File: src/rtl/puf_pkg.sv
`default_nettype none
// ============================================================================
//  Module      : puf_pkg
//  Description : Shared types and constants for the XOR arbiter PUF
//                evaluation controller.
//  Revision    : 1.0  initial release
// ============================================================================
package puf_pkg;

    // Default challenge width of the attached xor_top instance.
    localparam int PUF_N_DEFAULT  = 128;

    // Width of the saturating unstable-response counter.
    localparam int PUF_UNSTABLE_W = 16;

    // Evaluation sequencer states.
    typedef enum logic [2:0] {
        S_IDLE = 3'd0,
        S_PRST = 3'd1,
        S_FIRE = 3'd2,
        S_WAIT = 3'd3,
        S_SAMP = 3'd4,
        S_DONE = 3'd5
    } puf_state_e;

endpackage : puf_pkg
`default_nettype wire

File: src/rtl/puf_sync2.sv
`default_nettype none
// ============================================================================
//  Module      : puf_sync2
//  Description : Two-flop synchronizer for the racy PUF output. Both stages
//                clear to 0 on the asynchronous active-low reset.
//  Revision    : 1.0  initial release
// ============================================================================
module puf_sync2 (
    input  logic clk,
    input  logic reset_n,
    input  logic d_i,
    output logic q_o
);

    logic meta_q;
    logic sync_q;

    // First stage may go metastable; second stage gives it a full cycle to resolve.
    always_ff @(posedge clk or negedge reset_n) begin
        if (!reset_n) begin
            meta_q <= 1'b0;
            sync_q <= 1'b0;
        end else begin
            meta_q <= d_i;
            sync_q <= meta_q;
        end
    end

    assign q_o = sync_q;

endmodule : puf_sync2
`default_nettype wire

File: src/rtl/puf_eval_ctrl.sv
`default_nettype none
// ============================================================================
//  Module      : puf_eval_ctrl
//  Description : Evaluation sequencer for the N-stage XOR arbiter PUF.
//                Accepts a challenge, runs PRST/FIRE/WAIT/SAMP per
//                evaluation, and returns one response bit per challenge.
//                Optional feature macro: PUF_MAJORITY_EN
//                  defined   -> REPS evaluations, majority vote, live
//                               unstable_cnt
//                  undefined -> single evaluation, resp_stable follows
//                               resp_valid, unstable_cnt tied to 0
//  Revision    : 1.0  initial release
// ============================================================================
module puf_eval_ctrl
    import puf_pkg::*;
#(
    parameter int N      = PUF_N_DEFAULT,
    parameter int SETTLE = 4,
    parameter int REPS   = 5
) (
    input  logic                      clk,
    input  logic                      reset_n,
    // challenge request port
    input  logic                      req_valid,
    output logic                      req_ready,
    input  logic [N-1:0]              req_challenge,
    // response port
    output logic                      resp_valid,
    input  logic                      resp_ready,
    output logic                      resp_bit,
    output logic                      resp_stable,
    output logic [PUF_UNSTABLE_W-1:0] unstable_cnt,
    // PUF pins
    output logic [N-1:0]              puf_sel,
    output logic                      puf_reset,
    output logic                      puf_in,
    input  logic                      puf_out
);

    // ------------------------------------------------------------------------
    // Derived sizes
    // ------------------------------------------------------------------------
`ifdef PUF_MAJORITY_EN
    localparam int EFF_REPS = REPS;
`else
    localparam int EFF_REPS = 1;
`endif
    localparam int ONES_W = $clog2(EFF_REPS + 1);
    localparam int REP_W  = (EFF_REPS > 1) ? $clog2(EFF_REPS) : 1;
    localparam int CNT_W  = $clog2(SETTLE);

    localparam logic [CNT_W-1:0]  SETTLE_LOAD = CNT_W'(SETTLE - 1);
    localparam logic [REP_W-1:0]  LAST_REP    = REP_W'(EFF_REPS - 1);
    localparam logic [ONES_W-1:0] HALF_REPS   = ONES_W'(EFF_REPS / 2);
    localparam logic [ONES_W-1:0] ALL_ONES    = ONES_W'(EFF_REPS);

    // ------------------------------------------------------------------------
    // Parameter legality
    // ------------------------------------------------------------------------
    generate
        if (SETTLE < 2) begin : g_bad_settle
            $error("puf_eval_ctrl: SETTLE must be >= 2");
        end
        if ((REPS < 1) || ((REPS % 2) == 0)) begin : g_bad_reps
            $error("puf_eval_ctrl: REPS must be odd and >= 1");
        end
    endgenerate

    // ------------------------------------------------------------------------
    // State and datapath registers
    // ------------------------------------------------------------------------
    puf_state_e         state_q, state_d;
    logic [N-1:0]       sel_q, sel_d;
    logic [ONES_W-1:0]  ones_q, ones_d;
    logic [REP_W-1:0]   rep_q, rep_d;
    logic [CNT_W-1:0]   settle_q, settle_d;
    logic               resp_valid_q, resp_valid_d;
    logic               resp_bit_q, resp_bit_d;
    logic               puf_reset_q, puf_reset_d;
    logic               puf_in_q, puf_in_d;

    logic               out_sync;
    logic [ONES_W-1:0]  ones_next;
    logic               last_rep;

    // The PUF output races against clk, so it is only ever seen through the synchronizer.
    puf_sync2 u_sync (
        .clk     (clk),
        .reset_n (reset_n),
        .d_i     (puf_out),
        .q_o     (out_sync)
    );

    assign ones_next = ones_q + ONES_W'(out_sync);
    assign last_rep  = (rep_q == LAST_REP);

    // State register plus all registered outputs; async reset discards any evaluation.
    always_ff @(posedge clk or negedge reset_n) begin
        if (!reset_n) begin
            state_q      <= S_IDLE;
            sel_q        <= '0;
            ones_q       <= '0;
            rep_q        <= '0;
            settle_q     <= '0;
            resp_valid_q <= 1'b0;
            resp_bit_q   <= 1'b0;
            puf_reset_q  <= 1'b0;
            puf_in_q     <= 1'b0;
        end else begin
            state_q      <= state_d;
            sel_q        <= sel_d;
            ones_q       <= ones_d;
            rep_q        <= rep_d;
            settle_q     <= settle_d;
            resp_valid_q <= resp_valid_d;
            resp_bit_q   <= resp_bit_d;
            puf_reset_q  <= puf_reset_d;
            puf_in_q     <= puf_in_d;
        end
    end

    // Next-state and datapath updates; PUF pins and resp_valid are decoded from
    // the next state so that they are registered yet line up with the state.
    always_comb begin
        state_d    = state_q;
        sel_d      = sel_q;
        ones_d     = ones_q;
        rep_d      = rep_q;
        settle_d   = settle_q;
        resp_bit_d = resp_bit_q;

        case (state_q)
            S_IDLE: begin
                if (req_valid) begin
                    state_d = S_PRST;
                    sel_d   = req_challenge;
                    ones_d  = '0;
                    rep_d   = '0;
                end
            end
            S_PRST: begin
                state_d = S_FIRE;
            end
            S_FIRE: begin
                state_d  = S_WAIT;
                settle_d = SETTLE_LOAD;
            end
            S_WAIT: begin
                if (settle_q == '0) begin
                    state_d = S_SAMP;
                end else begin
                    settle_d = settle_q - 1'b1;
                end
            end
            S_SAMP: begin
                ones_d = ones_next;
                rep_d  = rep_q + 1'b1;
                if (last_rep) begin
                    state_d    = S_DONE;
                    resp_bit_d = (ones_next > HALF_REPS);
                end else begin
                    state_d = S_PRST;
                end
            end
            S_DONE: begin
                // A new challenge is only accepted once back in IDLE.
                if (resp_ready) begin
                    state_d = S_IDLE;
                end
            end
            default: begin
                state_d = S_IDLE;
            end
        endcase

        puf_reset_d  = (state_d == S_PRST);
        puf_in_d     = (state_d == S_FIRE) || (state_d == S_WAIT) ||
                       (state_d == S_SAMP);
        resp_valid_d = (state_d == S_DONE);
    end

    assign req_ready  = (state_q == S_IDLE);
    assign resp_valid = resp_valid_q;
    assign resp_bit   = resp_bit_q;
    assign puf_sel    = sel_q;
    assign puf_reset  = puf_reset_q;
    assign puf_in     = puf_in_q;

`ifdef PUF_MAJORITY_EN
    // ------------------------------------------------------------------------
    // Vote agreement flag and saturating unstable counter
    // ------------------------------------------------------------------------
    logic                      resp_stable_q, resp_stable_d;
    logic [PUF_UNSTABLE_W-1:0] unstable_q, unstable_d;

    // Agreement is captured with the final vote; disagreeing responses are counted on handoff.
    always_comb begin
        resp_stable_d = resp_stable_q;
        unstable_d    = unstable_q;
        if ((state_q == S_SAMP) && last_rep) begin
            resp_stable_d = (ones_next == '0) || (ones_next == ALL_ONES);
        end
        if ((state_q == S_DONE) && resp_ready && !resp_stable_q &&
            (unstable_q != '1)) begin
            unstable_d = unstable_q + 1'b1;
        end
    end

    // Agreement flag and counter registers.
    always_ff @(posedge clk or negedge reset_n) begin
        if (!reset_n) begin
            resp_stable_q <= 1'b0;
            unstable_q    <= '0;
        end else begin
            resp_stable_q <= resp_stable_d;
            unstable_q    <= unstable_d;
        end
    end

    assign resp_stable  = resp_stable_q;
    assign unstable_cnt = unstable_q;
`else
    // A single sample always agrees with itself.
    assign resp_stable  = resp_valid_q;
    assign unstable_cnt = '0;
`endif

endmodule : puf_eval_ctrl
`default_nettype wire

File: config.mk
export PLATFORM = sky130hd
export DESIGN_NAME = puf_eval_ctrl
export DESIGN_NICKNAME = d
export VERILOG_FILES = /design/src/rtl/puf_pkg.sv /design/src/rtl/puf_sync2.sv /design/src/rtl/puf_eval_ctrl.sv
export SDC_FILE = /design/constraint.sdc
export NUM_CORES = 1
export LEC_CHECK = 0
export BUFFER_PORTS_ARGS = -buffer_cell sky130_fd_sc_hd__buf_4
export CAP_MARGIN = 20
export CORE_UTILIZATION = 33
export CTS_CLUSTER_DIAMETER = 80
export DETAILED_ROUTE_END_ITERATION = 6
export GPL_ROUTABILITY_DRIVEN = 0
export PLACE_DENSITY_LB_ADDON = 0.05
export SLEW_MARGIN = 40
export SYNTH_ARGS = -nofsm -noshare
export SYNTH_HDL_FRONTEND = slang
export SYNTH_SLANG_ARGS = --single-unit
File: constraint.sdc
create_clock -name clk -period 4.4 [get_ports clk]
set_input_delay 0.22 -clock clk [delete_from_list [all_inputs] [get_ports clk]]
set_output_delay 0.22 -clock clk [all_outputs]
set_load 0.1 [all_outputs]
==> results by group <==
Critical path
  • Arr. time, crit path: between 2000 and 3000 ps
  • Series of cell instances along the critical path: nor3_4, and2_4, buf_12, mux2_2
  • Kind of start point of the critical path: flop
  • Crit-path max cell delay: 570 ps
  • Worst Path Class, Setup: flop to flop
  • Worst-case register-to-register setup slack: 1800 ps
  • Critical Path End Type: flop
  • WP data required: around 4700 ps
  • CP Max Fanout: 102
  • Cell with the largest stage delay on the worst path: sky130_fd_sc_hd__buf_12
  • Worst path buffer plus inverter count: 1
  • Kind of cell adding the most delay to the critical path: simple AND/OR/NAND/NOR gates

Timing
  • Fraction of the cycle the final worst path needs: 59.1%
  • Final number of hold-violating endpoints: 0
  • Number of max-slew violations in the final report: 0
  • Setup-violating endpoint count in the final report: 0
  • Worst-Margin Slew: between 700 and 800 ps
  • Clock tree skew after final layout: roughly 8.5 ps
  • RSZ-0062 raised after global routing: false
  • Peak Freq: roughly 0.38 GHz
  • PnR worst setup slack: roughly 1800 ps
  • Final setup TNS: 0 ps
  • Time the worst path needs with I/O delays and setup: ~2600 ps
  • Max_slew headroom: 47.4%

Clock network
  • Cell at the root of the clock tree: sky130_fd_sc_hd__clkbuf_16
  • Number of resized instances in the post-cts repair step: 0
  • Clk pin slew, worst setup/hold paths: about 60 ps
  • Insertion delay of the later-clocked pin in the worst-skew pair: 410 ps
  • Bufs on Longest Clock Path: 2
  • Clock sink total: roughly 140
  • Number of hold buffers added after CTS: 2
  • Postcts setup bufs: 0
  • TritonCTS buffer count: 17
  • Clock tree from TritonCTS: yes
  • # H-tree levels: 4

Yosys
  • Cell area after synthesis: 5980 sq um
  • Sequential area share after synthesis: 59.0%
  • EDFF count, synth: 0
  • Share of the synthesized area in the top cell type: 59.0%
  • Warning count from the yosys run: 0
  • Synth Register Bits: about 140
  • Most common cell in the netlist: sky130_fd_sc_hd__dfrtp_1
  • Most instantiated cells after synthesis: 141 x sky130_fd_sc_hd__dfrtp_1, 100 x sky130_fd_sc_hd__mux2_4, 19 x sky130_fd_sc_hd__mux2_2
  • Average footprint of a synthesized cell: ~18 sq um
  • Prevailing post-synth register cell: sky130_fd_sc_hd__dfrtp_1
  • Biggest area consumer among synthesized cells: sky130_fd_sc_hd__dfrtp_1
  • Post-Syn Instances: between 300 and 400
  • Number of distinct library cell variants in the gate-level netlist after synthesis: 30
  • Share of synthesized registers carrying an async set or reset: 100%
  • Synth top area cells: sky130_fd_sc_hd__dfrtp_1 59%, sky130_fd_sc_hd__mux2_4 25%, sky130_fd_sc_hd__buf_12 3.7%

Placed design
  • Worst slack after detailed placement: 1860 ps
  • Post-detailed-placement half-perimeter wirelength: between 9000 and 10000 um
  • Count of buffers from port buffering: 266

Cells and area
  • Antenna fix cells: 0
  • Share of final-layout standard cells stronger than drive strength 1: around 68%
  • Syn-to-layout area delta: 44.2%
  • Number of nets in the layout: between 700 and 800

Floorplanning
  • Area enclosed by the die boundary: between 15000 and 20000 sq um
  • Boundary Pins: about 280
  • Vertical die dimension: approximately 140 um
  • Number of placement rows: 48
  • Die Width: about 140 um
  • Placeable core region: around 17000 sq um
  • Initial core utilization: around 34%

Detailed routing
  • Total wire length after detailed routing: between 10000 and 15000 um
  • Iteration-0 DRC Markers: 86
  • Number of antenna-violating nets in the routed design: 0
  • Number of vias after detailed routing: between 3000 and 4000
  • 1st-pass router iterations: 4
  • Detailed-route wire length per cell: ~17 um
  • Number of design rule violations left after detail routing: 0
  • Vias per inst: about 4.4

Global route
  • Remaining global-route overflow: 0
  • Largest net degree at the start of global routing: roughly 110
  • Vias in the first global route: 3773
  • Antenna violations before repair: 0
  • Total routing resource utilization after global routing: between 10% and 20%
  • First-pass GRT wire length: 20800 um

Run
  • Max capacitance violation total: 0

Worst hold path
  • Hold Path Class: input pin to flop

Status
  • Status: finished, final reports clean
## cell families (layout without fill, tap and decap cells)
kind of cell	count (synthesis)	count (layout)	share of synthesized area [%]
buffers and inverters	38	307	6.96
other	1	16	0.0627
xor gates and xnor gates	1	1	0.146
AOI/OAI and AO/OA	14	14	1.67
adders and majority gates	1	1	0.209
muxes	128	128	30.4
DFF	141	141	59.0
and+or+nand+nor	15	15	1.63
## metrics by stage
stage,hold slack [ps],cell area (sq um),cells,util [%]
2_1_floorplan,-75.6,6040,354,-
3_3_place_gp,331,7950,813,45.5
3_5_place_dp,331,7950,813,45.5
4_1_cts,6.03,8600,847,49.2
5_1_grt,7.18,8630,848,49.4
6_report,27.0,8630,848,49.4
## registers in the layout, summed over array words and instances (netlist names)
register and cells:
puf_in 1, rep_q 1, u_sync.q_o 1, puf_reset 1, puf_sel 128, settle_q 2, u_sync.meta_q 1, state_q 3
resp_bit 1, resp_stable 1, ones_q 1
## worst paths after layout
kind,cells past startpoint,to,startpoint
hold reg to reg,0,u_sync.q_o$_DFF_PN0_,u_sync.meta_q$_DFF_PN0_
setup reg to reg,4,puf_sel[56]$_DFFE_PN0P_,state_q[0]$_DFF_PN0_
hold / removal,2,puf_sel[72]$_DFFE_PN0P_,req_challenge[72]
min in group asynchronous,2,puf_sel[52]$_DFFE_PN0P_,reset_n
max in group asynchronous,3,puf_sel[114]$_DFFE_PN0P_,reset_n
setup / recovery,4,puf_sel[56]$_DFFE_PN0P_,state_q[0]$_DFF_PN0_
## per-layer routing
layer	part of all wire, %	global-route usage [%]	up-vias
met5	0	0	-
met4	1.2	5.56	0
met3	8.4	5.52	15
met2	51	25.0	155
met1	39	17.4	1837
li1	-	-	1697
## cells in the final DEF (no fill, tap or decap), types with 4 or more instances in the layout
cell type                   instances
sky130_fd_sc_hd__buf_4            266
sky130_fd_sc_hd__dfrtp_1          141
sky130_fd_sc_hd__mux2_4           100
sky130_fd_sc_hd__mux2_2            19
sky130_fd_sc_hd__clkbuf_16         17
sky130_fd_sc_hd__conb_1            16
sky130_fd_sc_hd__mux2_1             9
sky130_fd_sc_hd__inv_1              4
sky130_fd_sc_hd__a21oi_1            4
sky130_fd_sc_hd__bufinv_16          4
## layout make-up
type | instances | area [sq um]
clock inverter | 10 | 163
tap | 225 | 282
inverter | 4 | 15.0
timing repair buffer | 271 | 2080
sequential | 141 | 3530
clock buffer | 22 | 464
multi-input combinational | 175 | 2100
fill | 1538 | 8850
## worst reg2reg max path, stage by stage, from the launching register on
cell	delay [ps]
sky130_fd_sc_hd__dfrtp_1	540
sky130_fd_sc_hd__nor3_4	240
sky130_fd_sc_hd__and2_4	530
sky130_fd_sc_hd__buf_12	580
sky130_fd_sc_hd__mux2_2	590
Power is not shown: default switching activity piles up to over one toggle a cycle in this logic, so the estimate is an artifact.
